`src/rtl/vga_rx_monitor.sv`:
```
// Receive-side VGA timing checker: recovers line/frame timing from sampled syncs,
// measures periods and widths, signs the active region and tracks lock.
module vga_rx_monitor #(
    parameter int unsigned H_TOTAL         = 800,
    parameter int unsigned V_TOTAL         = 525,
    parameter int unsigned HS_WIDTH        = 96,
    parameter int unsigned VS_WIDTH        = 2,
    parameter int unsigned H_ACT_START     = 144,
    parameter int unsigned V_ACT_START     = 35,
    parameter int unsigned H_ACTIVE        = 640,
    parameter int unsigned V_ACTIVE        = 480,
    parameter int unsigned SYNC_ACTIVE_LOW = 1,
    parameter int unsigned STALL_CYCLES    = 1024
) (
    input  logic        clk50,
    input  logic        rst_n,
    input  logic        pix_clk_in,
    input  logic        vga_hs,
    input  logic        vga_vs,
    input  logic [2:0]  vga_r,
    input  logic [2:0]  vga_g,
    input  logic [1:0]  vga_b,
    output logic        locked,
    output logic        frame_done,
    output logic [15:0] frame_crc,
    output logic [9:0]  meas_h_total,
    output logic [9:0]  meas_v_total,
    output logic [9:0]  meas_hs_width,
    output logic [9:0]  meas_vs_width,
    output logic [7:0]  frame_count,
    output logic        timing_err,
    output logic [7:0]  err_count
);

    localparam int unsigned CW = 10;
    localparam int unsigned SW = $clog2(STALL_CYCLES + 1);

    localparam logic [CW-1:0] H_TOT    = CW'(H_TOTAL);
    localparam logic [CW-1:0] V_TOT    = CW'(V_TOTAL);
    localparam logic [CW-1:0] HS_W     = CW'(HS_WIDTH);
    localparam logic [CW-1:0] VS_W     = CW'(VS_WIDTH);
    localparam logic [CW-1:0] H_ACT_LO = CW'(H_ACT_START);
    localparam logic [CW-1:0] H_ACT_HI = CW'(H_ACT_START + H_ACTIVE);
    localparam logic [CW-1:0] V_ACT_LO = CW'(V_ACT_START);
    localparam logic [CW-1:0] V_ACT_HI = CW'(V_ACT_START + V_ACTIVE);
    localparam logic [SW-1:0] STALL_M1 = SW'(STALL_CYCLES - 1);
    localparam logic [SW-1:0] STALL_MX = SW'(STALL_CYCLES);

    typedef enum logic [1:0] {
        ST_SEARCH  = 2'd0,
        ST_MEASURE = 2'd1,
        ST_LOCKED  = 2'd2
    } state_t;

    function automatic logic [CW-1:0] sat_inc(input logic [CW-1:0] x);
        return (x == '1) ? x : x + CW'(1);
    endfunction

    state_t          state_q, state_nxt;
    logic            pclk_q;
    logic            hs_q, vs_q;
    logic [CW-1:0]   h_cnt, v_cnt, hs_w, vs_w;
    logic [15:0]     chk;
    logic [SW-1:0]   stall_cnt;
    logic            frame_bad_q, frame_bad_nxt;
    logic            skip_q, skip_nxt;
    logic            done_nxt;

    logic            pix_en, hs_a, vs_a;
    logic            hs_lead, hs_trail, vs_lead, vs_trail;
    logic [CW-1:0]   h_nxt, v_nxt, h_plus1, v_plus1;
    logic            active, chk_en, line_err, frame_err, any_err, stall_hit;

    // Pixel strobe and sync decode
    assign pix_en   = pix_clk_in & ~pclk_q;
    assign hs_a     = (SYNC_ACTIVE_LOW != 0) ? ~vga_hs : vga_hs;
    assign vs_a     = (SYNC_ACTIVE_LOW != 0) ? ~vga_vs : vga_vs;
    assign hs_lead  = pix_en &  hs_a & ~hs_q;
    assign hs_trail = pix_en & ~hs_a &  hs_q;
    assign vs_lead  = pix_en &  vs_a & ~vs_q;
    assign vs_trail = pix_en & ~vs_a &  vs_q;

    // Position of the current sample; the window test uses the value this sample takes
    assign h_plus1 = sat_inc(h_cnt);
    assign v_plus1 = sat_inc(v_cnt);
    assign h_nxt   = hs_lead ? '0 : h_plus1;
    assign v_nxt   = vs_lead ? '0 : (hs_lead ? v_plus1 : v_cnt);
    assign active  = (h_nxt >= H_ACT_LO) && (h_nxt < H_ACT_HI) &&
                     (v_nxt >= V_ACT_LO) && (v_nxt < V_ACT_HI);

    assign chk_en    = (state_q != ST_SEARCH);
    assign line_err  = chk_en & ~skip_q &
                       ((hs_lead & (h_plus1 != H_TOT)) | (hs_trail & (hs_w != HS_W)));
    assign frame_err = chk_en &
                       ((vs_lead & (v_plus1 != V_TOT)) | (vs_trail & (vs_w != VS_W)));
    assign any_err   = line_err | frame_err;
    assign stall_hit = ~pix_en & (stall_cnt >= STALL_M1);

    // State register
    always_ff @(posedge clk50 or negedge rst_n) begin
        if (!rst_n) state_q <= ST_SEARCH;
        else        state_q <= state_nxt;
    end

    // Next state, frame_done, frame_bad and first-edge skip
    always_comb begin
        state_nxt     = state_q;
        done_nxt      = 1'b0;
        frame_bad_nxt = frame_bad_q | any_err;
        skip_nxt      = skip_q;
        if (vs_lead) begin
            frame_bad_nxt = 1'b0;
            case (state_q)
                ST_SEARCH:  state_nxt = ST_MEASURE;
                ST_MEASURE: begin
                    done_nxt = 1'b1;
                    if (!frame_bad_q && !any_err) state_nxt = ST_LOCKED;
                end
                ST_LOCKED: begin
                    done_nxt = 1'b1;
                    if (any_err) state_nxt = ST_MEASURE;
                end
                default: state_nxt = ST_SEARCH;
            endcase
        end else if (any_err && state_q == ST_LOCKED) begin
            state_nxt = ST_MEASURE;
        end
        if (stall_hit) begin
            state_nxt = ST_SEARCH;
            done_nxt  = 1'b0;
        end
        if (state_nxt == ST_SEARCH)
            skip_nxt = 1'b1;
        else if (chk_en && (hs_lead || hs_trail))
            skip_nxt = 1'b0;
    end

    // Control and status outputs
    always_ff @(posedge clk50 or negedge rst_n) begin
        if (!rst_n) begin
            pclk_q      <= 1'b0;
            stall_cnt   <= '0;
            frame_bad_q <= 1'b0;
            skip_q      <= 1'b1;
            locked      <= 1'b0;
            frame_done  <= 1'b0;
            timing_err  <= 1'b0;
            frame_count <= '0;
            err_count   <= '0;
        end else begin
            pclk_q      <= pix_clk_in;
            frame_bad_q <= frame_bad_nxt;
            skip_q      <= skip_nxt;
            locked      <= (state_nxt == ST_LOCKED);
            frame_done  <= done_nxt;
            timing_err  <= any_err;
            if (pix_en)
                stall_cnt <= '0;
            else if (stall_cnt != STALL_MX)
                stall_cnt <= stall_cnt + SW'(1);
            if (done_nxt)
                frame_count <= frame_count + 8'd1;
            if (any_err && err_count != 8'hFF)
                err_count <= err_count + 8'd1;
        end
    end

    // Timing counters, measurements and signature, advanced once per pixel sample
    always_ff @(posedge clk50 or negedge rst_n) begin
        if (!rst_n) begin
            hs_q          <= 1'b0;
            vs_q          <= 1'b0;
            h_cnt         <= '0;
            v_cnt         <= '0;
            hs_w          <= '0;
            vs_w          <= '0;
            chk           <= '0;
            frame_crc     <= '0;
            meas_h_total  <= '0;
            meas_v_total  <= '0;
            meas_hs_width <= '0;
            meas_vs_width <= '0;
        end else if (pix_en) begin
            hs_q  <= hs_a;
            vs_q  <= vs_a;
            h_cnt <= h_nxt;
            v_cnt <= v_nxt;
            if (hs_a)
                hs_w <= hs_lead ? CW'(1) : sat_inc(hs_w);
            if (vs_a) begin
                if (vs_lead)
                    vs_w <= hs_lead ? CW'(1) : '0;
                else if (hs_lead)
                    vs_w <= sat_inc(vs_w);
            end
            if (hs_lead)  meas_h_total  <= h_plus1;
            if (hs_trail) meas_hs_width <= hs_w;
            if (vs_trail) meas_vs_width <= vs_w;
            if (vs_lead) begin
                meas_v_total <= v_plus1;
                frame_crc    <= chk;
                chk          <= '0;
            end else if (active) begin
                chk <= {chk[14:0], chk[15]} ^ {8'h00, vga_r, vga_g, vga_b};
            end
        end
    end

endmodule

```
`config.mk`:
```
export PLATFORM = sky130hd
export DESIGN_NAME = vga_rx_monitor
export DESIGN_NICKNAME = d
export VERILOG_FILES = /design/src/rtl/vga_rx_monitor.sv
export SDC_FILE = /design/constraint.sdc
export NUM_CORES = 1
export LEC_CHECK = 0
export CAP_MARGIN = 0
export CORE_ASPECT_RATIO = 1.5
export CORE_MARGIN = 3
export CORE_UTILIZATION = 43
export DETAILED_ROUTE_END_ITERATION = 7
export GPL_TIMING_DRIVEN = 0
export PLACE_DENSITY = 0.73
export REMOVE_ABC_BUFFERS = 1
export SLEW_MARGIN = 5
export SYNTH_ARGS = -nofsm -noshare
export SYNTH_HDL_FRONTEND = slang
export SYNTH_SLANG_ARGS = --single-unit
```
`constraint.sdc`:
```
create_clock -name clk50 -period 8.7 [get_ports clk50]
set_input_delay 2.61 -clock clk50 [delete_from_list [all_inputs] [get_ports clk50]]
set_output_delay 2.61 -clock clk50 [all_outputs]
set_load 0.02 [all_outputs]
```
---- Yosys cells after proc, flatten, opt, wreduce, memory -nomap -nowiden ----
Cells that the tools add are included.
storage, ports and cells
  register bits ........................... 149
  input port bits ......................... 13
  output and inout port bits .............. 75
  word-level logic and storage cells ...... 130
cells by class
  $add $sub $neg .......................... 7
  magnitude comparators ................... 5
  eq/ne operators ......................... 15
  muxes and demuxes ....................... 27
  bitwise operators ....................... 29
  reductions and logical operators ........ 25
operators with widths
  cell                   number
  $mux 10                10
  $add 10x1->10 const B  4
  $eq 10x10->1 const B   4
  $mux 16                2
  $mux 11                2
  $lt 10x10->1 const B   2
  $ne 10x10->1 const B   2
  $and 1x1->1            17
  $add 8x1->8 const B    2
  $xor 16x8->16          1
  $add 11x1->11 const B  1
  $ge 11x10->1 const B   1
  $ne 11x11->1 const B   1
  $ge 10x6->1 const B    1
  $ge 10x8->1 const B    1
  $mux 2                 5
  $ne 10x2->1 const B    1
  $ne 10x7->1 const B    1
  $reduce_and 2->1       5
  $reduce_bool 2->1      5
  $ne 8x8->1 const B     1
  $logic_and 1x1->1      7
  $mux 1                 7
  $not 1->1              7
  other kinds (11)       18

---- Depth between registers and ports, before layout ----
  word-level depth ........................ 16
  gate-level depth with buffers ........... 11
  depth with buffers taken out ............ 9

---- Least setup slack after synthesis ----
Ideal clock, no wire load.
  path kind ............................... input port to flip-flop
  start ................................... input vga_hs
  end ..................................... register chk[5]
  library setup time ...................... 0.121 ns
  data arrival time ....................... 4.813 ns
  data required time ...................... 8.579 ns
  slack ................................... 3.766 ns
  stages .................................. 10
  path buffers ............................ 2
  cell sequence ........................... or4b_4 > buf_6 > a311oi_4 > a311oi_1 > a2111oi_4 > nand3_1 > o21ai_2 > a21oi_4 > buf_6 > a22o_1
on the way
  longest elaborated chain between the ends .. 10
  elaborated cells on any way between the ends .. 15
  classes of those cells .................. 4 x order compare; 3 x mux; 3 x bitwise; 5 x reduce/logical
ends and longest elaborated chain
  element                                                  line    text
  start, declared                                          18      input logic vga_hs,
  $not 1->1 (no line) *                                    --
  $and 1x1->1 * (2 in series)                              78      assign hs_lead = pix_en & hs_a & ~hs_q;
  $mux 10, on equally long branches                        87, 86
  $mux 10, or another cell as far along                    87      assign v_nxt = vs_lead ? '0 : (hs_lead ? v_plus1 : v_cnt);
  $ge 10x6->1 / $logic_and 1x1->1 (equally long branches)  89, 88
  $logic_and 1x1->1                                        88      assign active = (h_nxt >= H_ACT_LO) && (h_nxt < H_ACT_HI) &&
  $logic_and 1x1->1 *                                      89      (v_nxt >= V_ACT_LO) && (v_nxt < V_ACT_HI);
  $reduce_bool 2->1 (no line) *                            --
  $reduce_and 2->1 (no line) *                             --
  end signal, assigned                                     204     chk <= {chk[14:0], chk[15]} ^ {8'h00, vga_r, vga_g, vga_b};
  end, declared                                            63      logic [15:0] chk;
Every way passes the cells marked *; elsewhere a longest branch is shown, timed or not.
A chain may end at the register's enable or synchronous reset.

---- Worst setup path in the final report ----
  start ................................... input pix_clk_in
  end ..................................... register err_count[1]
on the way
  longest elaborated chain between the ends .. 8
  elaborated cells on any way between the ends .. 19
  classes of those cells .................. 18 x bitwise; 1 x reduce/logical
ends and longest elaborated chain
  element                                              line    text
  start, declared                                      17      input logic pix_clk_in,
  $and 1x1->1 *                                        75      assign pix_en = pix_clk_in & ~pclk_q;
  $and 1x1->1, on equally long branches (2 in series)  --
  $and 1x1->1, on equally long branches                93, 95
  $or 1x1->1, on equally long branches                 93, 95
  $and 1x1->1, on equally long branches                92, 94
  $or 1x1->1 *                                         96      assign any_err = line_err | frame_err;
  $logic_and 1x1->1 *                                  163     if (any_err && err_count != 8'hFF)
  end signal, assigned                                 164     err_count <= err_count + 8'd1;
  end, declared                                        32      output logic [7:0] err_count
Marks and branches as above.

==> impl_metrics.ini <==
[setup_path]
critPathBufInv = 1
start_kind = primary input
slowest_delay_ps = 740
crit_family = compound AO/OA/AOI/OAI gates
crit_arrival_ps = 6050
crit_chain = clkdlybuf4s50_1 > nor2b_2 > nand3_1 > a31o_2 > a211o_1 > o21ai_1 > nand2_1 > mux2_2
crit_required_ps = 9010
reg2reg_from = pclk_q
end_kind = flip-flop
cp_slowest_cell = o21ai_1
crit_type = primary input to flip-flop
reg2reg_to = chk[8]
reg2regPathDepth = 9
startpoint = pix_clk_in
critPathMaxFanout = 14
reg2reg_setup_slack_ps = 5290

[clock_network]
clk_path_buf_depth = 2
cts_resized = 0
clkTransAtPathRegs_ps = 60
cts-hold-fix-buffers = 0
root_buffer = clkbuf_16
numCtsBuffers = 17
clock_latency_ps = 420
cts_tree = yes
cts_max_level = 4
cts_setup_buffers = 0
cts_sinks = 149

[floorplan]
pin_count = 88
die_area_sq_um = 18800
die_w_um = 113
rows = 58
start_util_pct = 43.9
die_h_um = 166
core_sq_um = 16800

[timing]
fin_crit_sh_pct = 65.9
setup_ws_ps = 2960
holdWs_ps = 473
fmax_mhz = 174
tightest_slew_ps = 943
rsz0062_at_grt = false
final-hold-violation-count = 0
min_period_ps = 5740
slew_headroom_pct = 36.7
setup-violations-final = 0
final_max_slew_viol_count = 0
skew_ps = 8.97

[global_routing]
track_usage_pct = 18.1
antenna_found_initial = 0
grt_max_degree = 104
grt_pass1_vias = 5728
overflow = 0
grt_pass1_wl_um = 27800

[yosys]
ys_types = 63
syn_area_per_cell_sq_um = 9.84
ys_warn_count = 0
synth_edf_count = 0
synthTopCellsByArea = dfrtp_1 50%, nand2_1 5.7%, o21ai_0 3.6%
netlist_area_sq_um = 7370
yosysSeqAreaShare_pct = 50.6
synthFlopType = dfrtp_1
synth_area_leader_cell = dfrtp_1
async_reset_ff_share_pct = 100
synth_top_cell_area_share_pct = 50.3
synth-seq-cells = 149
synth_cells = 749

[flow_run]
drv_cap = 0

[placed_design]
portBuffers = 87
dp_worst_setup_slack_ps = 2490
dp_hpwl_um = 11200
placedCellCount = 1014
place_congestion = 0.819

[routing]
wl_per_cell_um = 15.5
final_antenna_net_count = 0
vias = 5705
drc_errors = 0
vias_per_cell = 5.46
first_iter_violations = 242
finalWirelength_um = 16200
drt-pass1-iter-count = 5

[pwr]
vdd_drop_max_uv = 114
leakagePower_nw = 4.00
power_density_nw_per_um2 = 234

[final_layout]
final_cell_count_no_fill = 1045
multi_input_comb_area_sq_um = 3430
areaGrowthSynthToFinish_pct = 22.4
antenna_cells = 0
nFillCells = 1502
drive_above_1_share_pct = 8.50
nNetsFinal = 850
fin_util_pct = 53.8
ff_latch_area_sq_um = 3730

[worst_hold_path]
holdPathEnd = meas_h_total[6]
min_path_type = flip-flop to flip-flop
min_from = meas_h_total[6]
holdPathStages = 2

[outcome]
outcome = finished clean
worst register-to-register path, cell delays in order (launching register included):
cell and delay, ps:
dfrtp_1 440, nand2b_1 500, nor2_4 570, buf_12 260, a311oi_1 90, a211oi_1 500, nand3_1 130, a21oi_1 150
o21a_1 460, a22o_1 230
state kept, by name, indices dropped and copies added (netlist names):
| register | count |
|---|---|
| chk | 16 |
| frame_crc | 16 |
| stall_cnt | 11 |
| h_cnt | 10 |
| hs_w | 10 |
| meas_h_total | 10 |
| meas_hs_width | 10 |
| meas_v_total | 10 |
| meas_vs_width | 10 |
| v_cnt | 10 |
| vs_w | 10 |
| err_count | 8 |
| frame_count | 8 |
| state_q | 2 |
| frame_bad_q | 1 |
| frame_done | 1 |
| hs_q | 1 |
| locked | 1 |
| pclk_q | 1 |
| skip_q | 1 |
| timing_err | 1 |
| vs_q | 1 |
cell type report:
class | instances | share of cell area, %
flip-flops and latches | 149 | 41.4
repair buffers | 91 | 10.5
clock buffers | 20 | 5.06
clock inverters | 11 | 1.40
inverters | 16 | 0.666
well taps | 210 | 2.91
multi-input cells | 548 | 38.1
Yosys cell counts (6+ instances only):
cell	number
or3_1	12
ha_1	14
nand2_1	112
dfrtp_1	148
and2_1	7
clkbuf_1	24
nor3_1	15
nand2b_1	6
and3_1	13
a22o_1	16
nand3_1	38
mux2_2	20
xnor2_1	23
o21ai_0	53
inv_1	16
nand4_1	14
nor2_1	57
a21oi_1	29
mux2i_1	10
a31oi_1	9
xor2_1	25
kinds of logic (layout without fill, tap and decap cells):
| kind of cell | count (synthesis) | after routing | synth area share (%) |
|---|---|---|---|
| flip-flops | 149 | 149 | 50.6 |
| multiplexers | 30 | 30 | 4.42 |
| XOR/XNOR | 48 | 48 | 5.71 |
| adder cells (fa/ha/maj) | 14 | 14 | 2.38 |
| AO/OA/AOI/OAI | 154 | 154 | 14.2 |
| buffers and inverters | 52 | 138 | 3.04 |
| AND/OR/NAND/NOR | 302 | 302 | 19.7 |
worst max path at each step:
| stage | end | depth (start not counted) |
|---|---|---|
| floorplan | chk[0] | 8 |
| global placement | meas_vs_width[5] | 1 |
| detailed placement | err_count[1] | 8 |
| CTS | err_count[1] | 8 |
| global route | chk[8] | 10 |
| finish | err_count[1] | 8 |
placed cells by master (no fill, tap or decap), types with 17 or more instances in the layout:
| cell | synthesis | final |
|---|---|---|
| o21ai_0 | 53 | 53 |
| xnor2_1 | 23 | 23 |
| clkbuf_16 | 0 | 17 |
| mux2_2 | 20 | 20 |
| nand2_1 | 112 | 112 |
| clkdlybuf4s50_1 | 0 | 86 |
| xor2_1 | 25 | 25 |
| nor2_1 | 57 | 56 |
| a21oi_1 | 29 | 29 |
| nand3_1 | 38 | 38 |
| dfrtp_1 | 148 | 148 |
where the power goes:
group / total (mW) / internal (mW) / switching, mW
sequential: 0.899 / 0.790 / 0.109
combinational: 0.483 / 0.220 / 0.263
clock: 0.727 / 0.437 / 0.289
total: 2.11 / 1.45 / 0.661
through the flow:
step / total power [mW] / setup TNS [ps] / instance area (sq um)
floorplan: 1.18 / 0 / 7200
global placement: 1.38 / -171110 / 8340
detailed placement: 1.40 / 0 / 8440
CTS: 2.13 / 0 / 9020
global route: 2.23 / 0 / 9020
finish: 2.11 / 0 / 9020
routing by layer:
metal / wire (um) / up-vias / track usage, %
met1: 7010 / 2782 / 21.5
met4: 283 / 0 / 6.54
li1: - / 2798 / -
met2: 8430 / 105 / 31.5
met3: 524 / 20 / 4.63
met5: 0 / - / 0
Note: power is estimated with default switching activity, not from simulation.
